--- src/rtl/uc_escalonador_rodada.sv ---
// Round scheduler for the asteroids game: paces each round with a tick counter, then
// hands off to the shot/asteroid coordinator and the render unit in turn.
// Optional watchdog on the MOVE/RENDERIZA handshakes: define UC_ESCALONADOR_WATCHDOG_EN.
module uc_escalonador_rodada #(
    parameter int unsigned TICKS_POR_RODADA = 16,
    parameter int unsigned WATCHDOG_LIMITE  = 64,
    parameter int unsigned LARGURA_RODADA   = 16
) (
    input  logic                      clock,
    input  logic                      reset,
    input  logic                      iniciar,
    input  logic                      pausa,
    input  logic                      fim_jogo,
    input  logic                      fim_move_tiro_e_asteroides,
    input  logic                      fim_renderiza,
    output logic                      move_tiro_e_asteroides,
    output logic                      sinal_renderiza,
    output logic                      jogo_ativo,
    output logic [LARGURA_RODADA-1:0] rodada,
    output logic                      erro_timeout,
    output logic [4:0]                db_estado_escalonador
);

    localparam int unsigned TW = (TICKS_POR_RODADA > 1) ? $clog2(TICKS_POR_RODADA) : 1;

    typedef enum logic [2:0] {
        INICIAL     = 3'd0,
        ESPERA_TICK = 3'd1,
        MOVE        = 3'd2,
        RENDERIZA   = 3'd3,
        PAUSADO     = 3'd4,
        FIM         = 3'd5,
        ERRO        = 3'd6
    } estado_t;

    estado_t                   estado, estado_prox;
    logic [TW-1:0]             tick, tick_prox;
    logic [LARGURA_RODADA-1:0] rodada_prox;

    // Elaboration-time parameter sanity checks.
    if (TICKS_POR_RODADA < 2) begin : g_chk_ticks
        $error("TICKS_POR_RODADA must be >= 2");
    end
    if (WATCHDOG_LIMITE < 2) begin : g_chk_watchdog
        $error("WATCHDOG_LIMITE must be >= 2");
    end

`ifdef UC_ESCALONADOR_WATCHDOG_EN
    localparam int unsigned WW = (WATCHDOG_LIMITE > 1) ? $clog2(WATCHDOG_LIMITE) : 1;
    logic [WW-1:0] wd, wd_prox;
`endif

    // Next-state logic: round pacing, handshakes, pause and game-over handling.
    always_comb begin
        estado_prox = estado;
        tick_prox   = tick;
        rodada_prox = rodada;
`ifdef UC_ESCALONADOR_WATCHDOG_EN
        wd_prox     = wd;
`endif
        case (estado)
            INICIAL, FIM: begin
                if (iniciar) begin
                    estado_prox = ESPERA_TICK;
                    tick_prox   = '0;
                    rodada_prox = '0;
                end
            end
            ESPERA_TICK: begin
                if (fim_jogo) begin
                    estado_prox = FIM;
                end else if (pausa) begin
                    estado_prox = PAUSADO;
                end else if (tick == TW'(TICKS_POR_RODADA - 1)) begin
                    estado_prox = MOVE;
                    tick_prox   = '0;
`ifdef UC_ESCALONADOR_WATCHDOG_EN
                    wd_prox     = '0;
`endif
                end else begin
                    tick_prox = tick + TW'(1);
                end
            end
            MOVE: begin
                if (fim_move_tiro_e_asteroides) begin
                    estado_prox = RENDERIZA;
`ifdef UC_ESCALONADOR_WATCHDOG_EN
                    wd_prox     = '0;
                end else if (wd == WW'(WATCHDOG_LIMITE - 1)) begin
                    estado_prox = ERRO;
                end else begin
                    wd_prox = wd + WW'(1);
`endif
                end
            end
            RENDERIZA: begin
                if (fim_renderiza) begin
                    estado_prox = ESPERA_TICK;
                    rodada_prox = rodada + LARGURA_RODADA'(1);
`ifdef UC_ESCALONADOR_WATCHDOG_EN
                end else if (wd == WW'(WATCHDOG_LIMITE - 1)) begin
                    estado_prox = ERRO;
                end else begin
                    wd_prox = wd + WW'(1);
`endif
                end
            end
            PAUSADO: begin
                if (fim_jogo) begin
                    estado_prox = FIM;
                end else if (!pausa) begin
                    estado_prox = ESPERA_TICK;
                end
            end
            ERRO: begin
                estado_prox = ERRO;
            end
            default: begin
                estado_prox = INICIAL;
            end
        endcase
    end

    // State, counters and Moore outputs (decoded from the state being entered).
    always_ff @(posedge clock) begin
        if (reset) begin
            estado                 <= INICIAL;
            tick                   <= '0;
            rodada                 <= '0;
            move_tiro_e_asteroides <= 1'b0;
            sinal_renderiza        <= 1'b0;
            jogo_ativo             <= 1'b0;
            db_estado_escalonador  <= '0;
        end else begin
            estado                 <= estado_prox;
            tick                   <= tick_prox;
            rodada                 <= rodada_prox;
            move_tiro_e_asteroides <= (estado_prox == MOVE);
            sinal_renderiza        <= (estado_prox == RENDERIZA);
            jogo_ativo             <= (estado_prox == ESPERA_TICK) || (estado_prox == MOVE)
                                      || (estado_prox == RENDERIZA);
            db_estado_escalonador  <= 5'(estado_prox);
        end
    end

`ifdef UC_ESCALONADOR_WATCHDOG_EN
    always_ff @(posedge clock) begin
        if (reset) begin
            wd           <= '0;
            erro_timeout <= 1'b0;
        end else begin
            wd           <= wd_prox;
            erro_timeout <= (estado_prox == ERRO);
        end
    end
`else
    assign erro_timeout = 1'b0;
`endif

endmodule

--- config.mk ---
export PLATFORM = sky130hd
export DESIGN_NAME = uc_escalonador_rodada
export DESIGN_NICKNAME = d
export VERILOG_FILES = /design/src/rtl/uc_escalonador_rodada.sv
export SDC_FILE = /design/constraint.sdc
export NUM_CORES = 1
export LEC_CHECK = 0
export BUFFER_PORTS_ARGS = -buffer_cell sky130_fd_sc_hd__buf_4
export CAP_MARGIN = 10
export CORE_UTILIZATION = 52
export DETAILED_ROUTE_END_ITERATION = 12
export PLACE_DENSITY = 0.89
export SYNTH_ARGS = -nofsm -noshare
export SYNTH_HDL_FRONTEND = slang
export SYNTH_SLANG_ARGS = --single-unit
--- constraint.sdc ---
create_clock -name clock -period 2.1 [get_ports clock]
set_input_delay 0.105 -clock clock [delete_from_list [all_inputs] [get_ports clock]]
set_output_delay 0.105 -clock clock [all_outputs]
set_load 0.005 [all_outputs]
; ---- Word-level counts from Yosys, hierarchy flattened
; Cells that the tools add are included.
[op_classes]
n_eq_ne = 14
n_mux = 17
n_div = 0
add_sub_neg = 2
bitwise = 0
reduce_logical = 8
multipliers = 0
magnitude_cmp = 0
shift = 0
[op_table]
columns = operator, n
row1 = $mux W16, 2
row2 = $pmux W16 S2, 1
row3 = $mux W3, 8
row4 = $pmux W3 S6, 1
row5 = $add A16 B1 Y16 const B, 1
row6 = $mux W4, 4
row7 = $eq A3 B2 Y1 const B, 4
row8 = $eq A3 B3 Y1 const B, 3
row9 = $ne A2 B2 Y1 const B, 4
row10 = $pmux W4 S2, 1
row11 = $eq A3 B1 Y1 const B, 2
row12 = $add A4 B1 Y4 const B, 1
row13 = $eq A4 B4 Y1 const B, 1
row14 = $reduce_and A4 Y1, 1
row15 = $reduce_bool A2 Y1, 2
row16 = $logic_not A3 Y1, 1
row17 = $reduce_and A3 Y1, 1
row18 = $logic_or A1 B1 Y1, 2
row19 = $reduce_or A2 Y1, 1
[totals]
regBits = 28
wordCells = 48
n_memories = 0
out_inout_bits = 25
rom_bits = 0
latch_bits = 0
ramBits = 0
inputBits = 7

; ---- Depth between registers and ports, before layout
; Gate-level depths: netlist of the first run.
[logic_depth]
word_depth = 8
mapped_depth = 5

; ---- Worst setup path before layout of the first run
; Ideal clock, no wire load.
[synth_timing]
path_type = flip-flop to flip-flop
startpoint = register estado[0]
endpoint = register rodada[14]
path_slack_ns = 0.213
setup_ns = 0.067
arrival_ns = 1.819
path_stages_with_launch = 5
path_buffers = 0
cell_sequence = dfxtp_1 -> or4b_4 -> a31o_4 -> or4b_4 -> a21oi_2
[synth_between]
elab_chain_len = 4
[synth_rtl]
columns = element, line_no
row1 = from (decl), 36  ; estado_t estado, estado_prox;
row2 = from (signal assigned), 135  ; estado <= estado_prox;
row3 = $eq A3 B3 Y1 or $logic_not A3 Y1 (tied branches), 61  ; case (estado)
row4 = $reduce_or A2 Y1, 61
row5 = $ne A2 B2 Y1 (no source line) or $reduce_bool A2 Y1 (tied branches), -
row6 = $reduce_and A3 Y1 (no source line), -
row7 = to (signal assigned), 137  ; rodada <= rodada_prox;
row8 = to (decl), 19  ; output logic [LARGURA_RODADA-1:0] rodada,
; Several ways; a longest one is shown, not always the timed one.
; A chain may end at the register's enable or synchronous reset.

; ---- Final worst setup path of the first run
; Ends and elaborated chain as after synthesis.

==> results of run 1 <==
==> metal layers <==
| metal | GRT usage (%) | share of wire [%] | vias to the layer above |
|---|---|---|---|
| met2 | 46.2 | 54 | 37 |
| met5 | 0 | 0 | - |
| li1 | - | - | 648 |
| met3 | 3.45 | 3.6 | 6 |
| met1 | 25.4 | 42 | 614 |
| met4 | 8.77 | 0.93 | 0 |
==> layout by cell type, fill, tap and decap left out, types with 5 or more instances in the layout <==
cell     Yosys  routed
a21oi_1     13      13
buf_4        3      33
dfxtp_1     26      26
inv_1        5       5
nand2_1      9       9
nand3_1      8       8
nand4_1      5       5
nor2_1       9       9
o21ai_0     14      14
or3_1       12      12
==> kinds of logic after synthesis <==
| group | after synthesis | synth area share [%] |
|---|---|---|
| other | 1 | 0.278 |
| buffers and inverters | 14 | 4.82 |
| DFF | 26 | 38.6 |
| muxes | 2 | 1.48 |
| adders and majority gates | 2 | 1.85 |
| AOI/OAI and AO/OA | 45 | 22.4 |
| and+or+nand+nor | 63 | 28.0 |
| xor gates and xnor gates | 4 | 2.60 |
==> power breakdown <==
part | switching [W] | internal (W) | leakage, nW
sequential | 0.0000121 | 0.000505 | 0.210
combinational | 0.0000795 | 0.0000719 | 0.390
clock | 0.000153 | 0.000106 | 0.0210
==> final timing paths <==
| check | startpoint | endpoint | slack (ns) | cells after the start |
|---|---|---|---|---|
| worst min register to register | rodada[15] | rodada[15] | 0.51 | 2 |
| worst max-delay path | estado[0] | rodada[14] | 0.13 | 4 |
| worst max register to register | estado[0] | rodada[14] | 0.13 | 4 |
| worst min-delay path | pausa | tick[0] | 0.12 | 4 |
==> tightest hold or removal path, delay by kind of cell <==
| family | cells | cell delay [ns] |
|---|---|---|
| buffers and inverters | 1 | 0.11 |
| AND/OR/NAND/NOR | 2 | 0.12 |
| AO/OA/AOI/OAI | 1 | 0.07 |
==> cell type report <==
class | count | area [um^2]
well taps | 30 | 37.5
inverters | 5 | 18.8
clock buffers | 4 | 36.3
repair buffers | 34 | 258
flip-flops and latches | 26 | 520
fillers | 213 | 813
multi-input cells | 119 | 771
==> registers in the layout (all words and copies together) (netlist names) <==
| register | cells |
|---|---|
| rodada | 16 |
| jogo_ativo | 1 |
| sinal_renderiza | 1 |
| estado | 3 |
| tick | 4 |
| move_tiro_e_asteroides | 1 |
==> per-stage QoR <==
stage | setup WS [ns] | hold slack, ns | total power [W] | instance area, um^2
floorplan | 0.213 | 0.177 | 0.000625 | 1360
global placement | 0.219 | 0.304 | 0.000670 | 1600
detailed placement | 0.178 | 0.308 | 0.000676 | 1600
CTS | 0.146 | 0.101 | 0.000929 | 1640
global route | 0.0366 | 0.132 | 0.000962 | 1640
finish | 0.132 | 0.120 | 0.000927 | 1640
==> repair_timing <==
action                    4_1_cts  5_1_grt
buffers inserted                0        0
hold buffers                    1        0
hold endpoints to repair        3        0
==> flow_metrics.py, run 1 <==
metrics = {
    "setup_path": {
        "start_kind": "register",
        "slowest_stage": "or4b_4",
        "critPathBufInv": 0,
        "cp_cell_sequence": "or4b_4 -> a31o_4 -> or4b_4 -> a21oi_2",
        "arrival_ns": 2.23,
        "slowest_delay_ns": 0.58,
        "cp_max_fo": 10,
        "cp_common_cell": "or4b_4",
        "crit_required_ns": 2.36,
        "worstSetupEndpointType": "register",
        "path_delay_family": "simple AND/OR/NAND/NOR gates",
        "path_class": "reg2reg",
    },
    "job": {
        "max_cap_viol_count": 0,
    },
    "sta": {
        "worst_slew_pin_slew_ns": 0.601,
        "timing.slew.headroom_pct": 59.7,
        "grt_setup_unrepaired": "false",
        "timing.final.crit_period_ns": 1.97,
        "max_freq_mhz": 508,
        "hold_violations": 0,
        "finalClockSkew_ns": 0.0124,
        "finalSetupViolations": 0,
        "final_max_slew_viol_count": 0,
        "fin_crit_sh_pct": 93.7,
        "final.setup.tns_ns": 0,
    },
    "cts": {
        "clockRootBuffer": "clkbuf_4",
        "post_cts_resized": 0,
        "htreeDepth": 1,
        "cts_buffer_depth": 2,
        "clk_latency_ns": 0.32,
        "cts_sinks": 26,
        "cts.clk_slew.worst_paths_ns": 0.15,
        "cts_made_buffers": 3,
        "cts_tree": "built",
    },
    "synthesis": {
        "async_flop_share_pct": 0,
        "ys.flop_type": "dfxtp_1",
        "synth_area_um2": 1350,
        "synthCells": 157,
        "yosysMostFrequentCell": "dfxtp_1",
        "synth_warnings": 0,
        "synth_top_area_share_pct": 38.6,
        "synth.ff_latch_count": 26,
        "synthDistinctLibCells": 44,
        "synth_enable_flop_cells": 0,
        "synth_area_per_cell_um2": 8.59,
        "synth_common_cells": "dfxtp_1 (26), o21ai_0 (14), a21oi_1 (13), or3_1 (12)",
        "synth_top_area_cell": "dfxtp_1",
        "ys_top_cells_by_area": "dfxtp_1 (39%), or3_1 (5.6%), o21ai_0 (5.2%)",
        "yosysSeqAreaShare_pct": 38.6,
    },
    "global_route": {
        "first_global_vias": 1212,
        "grt_pass1_wl_um": 4970,
        "grt_remaining_overflow": 0,
        "grt_max_degree": 16,
        "grt_usage_pct": 23.8,
        "antenna_found_initial": 0,
    },
    "place": {
        "port_buffers": 28,
        "dp_hpwl_um": 2300,
        "place.gp.congestion": 0.804,
        "dpl.cell_count": 213,
    },
    "floorplan": {
        "num_rows": 18,
        "die_w_um": 52.9,
        "num_io_pins": 32,
        "core_area_um2": 2450,
        "die_h_um": 52.9,
        "initial_core_util_pct": 54.9,
        "die_area_um2": 2800,
    },
    "routing": {
        "first_pass_iters": 4,
        "drt-vias-per-instance": 5.99,
        "vias": 1305,
        "drc": 0,
        "wl_um": 3120,
        "ant_nets": 0,
        "drt-wirelength-per-cell_um": 14.3,
        "drt-initial-drc-count": 19,
    },
    "final_layout": {
        "stdcell_count": 218,
        "area_growth_pct": 21.7,
        "fin_util_pct": 66.9,
        "drive_above_1_share_pct": 25.5,
        "fin_nets": 198,
        "antennaDiodeCount": 0,
    },
    "pwr": {
        "power.density_nw_per_um2": 565,
        "p_leak_nw": 0.621,
        "peakVddDrop_v": 0.000470,
    },
    "hold_path": {
        "hold_path_class": "in2reg",
    },
    "status": {
        "status": "finished clean",
    },
}
Note: power is estimated with default switching activity, not from simulation.
==> inputs of run 2 (changes only) <==
Settings changed: CORE_UTILIZATION 52 to 35, PLACE_DENSITY 0.89 to 0.67.
==> run 2 against run 1 <==
  * Sequential power is 1% lower
  * Clock power up 24%
  * Combinational power increased by 7%
  * Via count is 4.3% lower
  * Largest power group unchanged
  * Flip-flop and latch count unchanged
  * Highest routed layer unchanged
  * Fmax up 1.6%
  * Sequential share of layout area decreased by 0.87 points
  * Core utilization shrank 21 points
  * Critical path depth unchanged
  * Largest cell class unchanged
==> flow_metrics.py, run 2 (synthesized netlist as in run 1, its figures left out) <==
metrics = {
    "global_route": {
        "antenna_found_initial": 0,
        "first_global_vias": 1083,
        "grt_pass1_wl_um": 4790,
        "grt_max_degree": 16,
        "grt_remaining_overflow": 0,
        "grt_usage_pct": 14.5,
    },
    "cts": {
        "clk_latency_ns": 0.26,
        "post_cts_buffers": 0,
        "postCtsHoldBufs": 0,
        "cts_made_buffers": 3,
        "cts_sinks": 26,
        "cts_buffer_depth": 2,
        "post_cts_resized": 0,
        "cts_tree": "built",
        "htreeDepth": 1,
        "clockRootBuffer": "clkbuf_8",
        "cts.clk_slew.worst_paths_ns": 0.09,
    },
    "final_layout": {
        "regMostFlops": "rodada",
        "largest_reg_flops": 16,
        "layout_common_cells": "buf_4 (35), dfxtp_1 (26), o21ai_0 (14)",
        "stdcell_area_um2": 1690,
        "layout_commonest_cell": "buf_4",
        "nFillCells": 379,
        "antennaDiodeCount": 0,
        "fin_nets": 199,
        "area_growth_pct": 25.1,
        "drive_above_1_share_pct": 26.5,
        "seqCellArea_um2": 520,
        "reg_top3": "rodada (16), tick (4), estado (3)",
        "multi_input_area_um2": 771,
    },
    "setup_path": {
        "cp_max_fo": 10,
        "arrival_ns": 2.15,
        "worstSetupEndpointType": "register",
        "reg2reg_depth": 4,
        "crit_required_ns": 2.31,
        "start_kind": "register",
        "path_class": "reg2reg",
    },
    "job": {
        "max_cap_viol_count": 0,
    },
    "sta": {
        "final_max_slew_viol_count": 0,
        "fin_ws_ns": 0.163,
        "hold_violations": 0,
        "grt_setup_unrepaired": "false",
        "timing.final.crit_period_ns": 1.94,
        "fin_crit_sh_pct": 92.3,
        "final.setup.tns_ns": 0,
        "finalClockSkew_ns": 0.00245,
        "max_freq_mhz": 516,
        "finalSetupViolations": 0,
    },
    "place": {
        "dp_hpwl_um": 2040,
        "postPlaceCellArea_um2": 1630,
        "place_ws_ns": 0.178,
        "port_buffers": 28,
        "place.gp.congestion": 0.724,
    },
    "routing": {
        "first_pass_iters": 4,
        "drc": 0,
        "wl_um": 2750,
        "drt-wirelength-per-cell_um": 11.6,
        "vias": 1249,
        "drt-vias-per-instance": 5.27,
        "drt-initial-drc-count": 53,
        "ant_nets": 0,
    },
    "pwr": {
        "peakVddDrop_v": 0.000409,
        "p_leak_nw": 0.635,
        "power.density_nw_per_um2": 589,
    },
    "floorplan": {
        "die_w_um": 64.1,
        "num_io_pins": 32,
        "die_h_um": 64.1,
        "core_area_um2": 3690,
        "die_area_um2": 4110,
        "initial_core_util_pct": 36.6,
        "num_rows": 22,
    },
    "status": {
        "status": "finished clean",
    },
    "hold_path": {
        "hold_path_class": "in2reg",
        "whs_path_depth": 2,
    },
}
-- run 2: changes by cell type in the layout (fill, tap and decap cells not counted), sizes merged --
| cell | delta |
|---|---|
| buf | +2 |
| dlygate4sd3 | -1 |
-- run 2: area by class of cell --
cell class              instances  area share, %
inverters                       5           1.11
multi-input cells             119           45.7
repair buffers                 35           15.6
well taps                      48           3.56
flip-flops and latches         26           30.8
clock buffers                   4           3.26
-- run 2: worst paths after layout --
| check | start | endpoint | slack, ns |
|---|---|---|---|
| setup / recovery | estado[1] | rodada[14] | 0.16 |
| hold / removal | reset | rodada[1] | 0.03 |
| setup reg to reg | estado[1] | rodada[14] | 0.16 |
| hold reg to reg | tick[3] | tick[3] | 0.48 |
-- run 2: metrics by stage --
step / util [%] / cells / power, W / hold slack [ns]
floorplan: - / 159 / 0.000625 / 0.177
global placement: 44.3 / 233 / 0.000684 / 0.311
detailed placement: 44.3 / 233 / 0.000685 / 0.310
CTS: 45.8 / 237 / 0.00101 / 0.0182
global route: 45.8 / 237 / 0.00104 / 0.0361
finish: 45.8 / 237 / 0.000994 / 0.0284
-- run 2: power breakdown --
| group | internal (W) | total [W] | switching [W] |
|---|---|---|---|
| clock | 0.000167 | 0.000320 | 0.000152 |
| combinational | 0.0000781 | 0.000162 | 0.0000838 |
| sequential | 0.000504 | 0.000512 | 0.00000844 |
| total | 0.000749 | 0.000994 | 0.000245 |
-- run 2: worst max-delay path, cell delays in order, from the launching register on --
cell and delay [ns]:
dfxtp_1 0.38, or4b_4 0.57, a31o_4 0.28, or4b_4 0.52, a21oi_2 0.13
-- run 2: routing by layer --
metal	vias to the layer above	part of all wire [%]	global-route usage, %
li1	652	-	-
met4	0	0.29	1.70
met2	23	48	24.6
met3	2	3.0	3.93
met5	-	0	0
met1	572	49	18.6
==> inputs of run 3 (changes only) <==
Settings changed: CORE_ASPECT_RATIO set to 1.5, RECOVER_POWER set to 50.
==> run 3 against run 2 <==
  * Design area is 1.3% lower
  * Core utilization down 0.50 points
  * Clock power shrank 13%
  * Largest cell class unchanged
  * Largest power group unchanged
  * Highest routed layer unchanged
==> flow_metrics.py, run 3 (synthesized netlist as in run 1, its figures left out) <==
metrics = {
    "final_layout": {
        "reg_top3": "rodada (16), tick (4), estado (3)",
        "stdcell_area_um2": 1670,
        "largest_reg_flops": 16,
        "regMostFlops": "rodada",
        "layout_commonest_cell": "dfxtp_1",
        "layout_common_cells": "dfxtp_1 (26), clkbuf_4 (18), buf_4 (16)",
        "antennaDiodeCount": 0,
        "nFillCells": 372,
        "fin_nets": 199,
        "drive_above_1_share_pct": 25.0,
        "area_growth_pct": 23.6,
    },
    "pwr": {
        "peakVddDrop_v": 0.000299,
        "p_leak_nw": 0.615,
        "power.density_nw_per_um2": 567,
    },
    "routing": {
        "drt-vias-per-instance": 5.50,
        "drt-initial-drc-count": 18,
        "vias": 1270,
        "first_pass_iters": 4,
        "ant_nets": 0,
        "wl_um": 2810,
        "drc": 0,
        "drt-wirelength-per-cell_um": 12.2,
    },
    "setup_path": {
        "slowest_stage": "or4b_1",
        "cp_max_fo": 10,
        "crit_required_ns": 2.31,
        "path_class": "reg2reg",
        "start_kind": "register",
        "reg2reg_setup_slack_ns": 0.17,
        "arrival_ns": 2.15,
        "worstSetupEndpointType": "register",
        "slowest_delay_ns": 0.61,
        "cp_cell_sequence": "or4b_1 -> a31o_4 -> or4b_4 -> a21oi_2",
    },
    "cts": {
        "cts_tree": "built",
        "cts_made_buffers": 3,
        "cts_buffer_depth": 2,
        "post_cts_buffers": 0,
        "post_cts_resized": 0,
        "clk_latency_ns": 0.27,
        "htreeDepth": 1,
        "cts_sinks": 26,
        "cts.clk_slew.worst_paths_ns": 0.08,
        "clockRootBuffer": "clkbuf_8",
        "postCtsHoldBufs": 0,
    },
    "job": {
        "max_cap_viol_count": 0,
    },
    "floorplan": {
        "initial_core_util_pct": 36.6,
        "num_io_pins": 32,
        "num_rows": 27,
        "die_area_um2": 4110,
        "core_area_um2": 3680,
        "die_h_um": 78.0,
        "die_w_um": 52.7,
    },
    "sta": {
        "finalClockSkew_ns": 0.00374,
        "timing.final.crit_period_ns": 1.93,
        "grt_setup_unrepaired": "false",
        "hold_violations": 0,
        "finalSetupViolations": 0,
        "fin_crit_sh_pct": 92.1,
        "max_freq_mhz": 517,
        "hold-worst-slack_ns": 0.0244,
        "final_max_slew_viol_count": 0,
        "final.setup.tns_ns": 0,
    },
    "status": {
        "status": "finished clean",
    },
    "global_route": {
        "first_global_vias": 1086,
        "grt_usage_pct": 14.8,
        "grt_max_degree": 17,
        "grt_remaining_overflow": 0,
        "grt_pass1_wl_um": 4720,
        "antenna_found_initial": 0,
    },
    "place": {
        "place.gp.congestion": 0.728,
        "port_buffers": 28,
        "postPlaceCellArea_um2": 1630,
        "dp_hpwl_um": 2070,
    },
    "hold_path": {
        "hold_path_class": "in2reg",
    },
}
-- run 3: cell type report --
cell class | count | area, um^2 | area share, %
Clock buffer | 3 | 41.3 | 2.48
Inverter | 5 | 18.8 | 1.13
Multi-Input combinational cell | 119 | 773 | 46.4
Tap cell | 43 | 53.8 | 3.23
Timing Repair Buffer | 35 | 259 | 15.5
Sequential cell | 26 | 520 | 31.2
-- run 3: routing by layer --
metal | routed length, um | part of all wire (%) | up-vias | global-route usage [%]
li1 | - | - | 648 | -
met1 | 1280 | 46 | 590 | 18.0
met2 | 1400 | 50 | 28 | 25.2
met3 | 88 | 3.1 | 4 | 1.94
met4 | 39 | 1.4 | 0 | 6.32
met5 | 0 | 0 | - | 0
-- run 3: power breakdown --
group,total [W],switching [W],internal (W)
clock,0.000277,0.000149,0.000129
combinational,0.000157,0.0000839,0.0000730
sequential,0.000511,0.00000701,0.000504
-- run 3: critical path: cells and delay by family (launching register included) --
kind | cells | cell delay (ns)
AO/OA/AOI/OAI | 2 | 0.43
AND/OR/NAND/NOR | 2 | 1.13
flip-flops | 1 | 0.31
-- run 3: path summary, 6_finish.rpt --
path,cells past startpoint,to,from
max,4,rodada[14],estado[0]
min,2,rodada[1],reset
max reg2reg,4,rodada[14],estado[0]
min reg2reg,2,rodada[15],rodada[15]
-- run 3: per-stage QoR --
step / total power, W / cells / setup WS (ns) / util, %
after floorplan: 0.000625 / 159 / 0.213 / -
after global placement: 0.000681 / 228 / 0.257 / 44.2
after detailed placement: 0.000681 / 228 / 0.234 / 44.2
after CTS: 0.000960 / 231 / 0.213 / 45.3
after global routing: 0.000989 / 231 / 0.0289 / 45.3
final: 0.000945 / 231 / 0.165 / 45.3
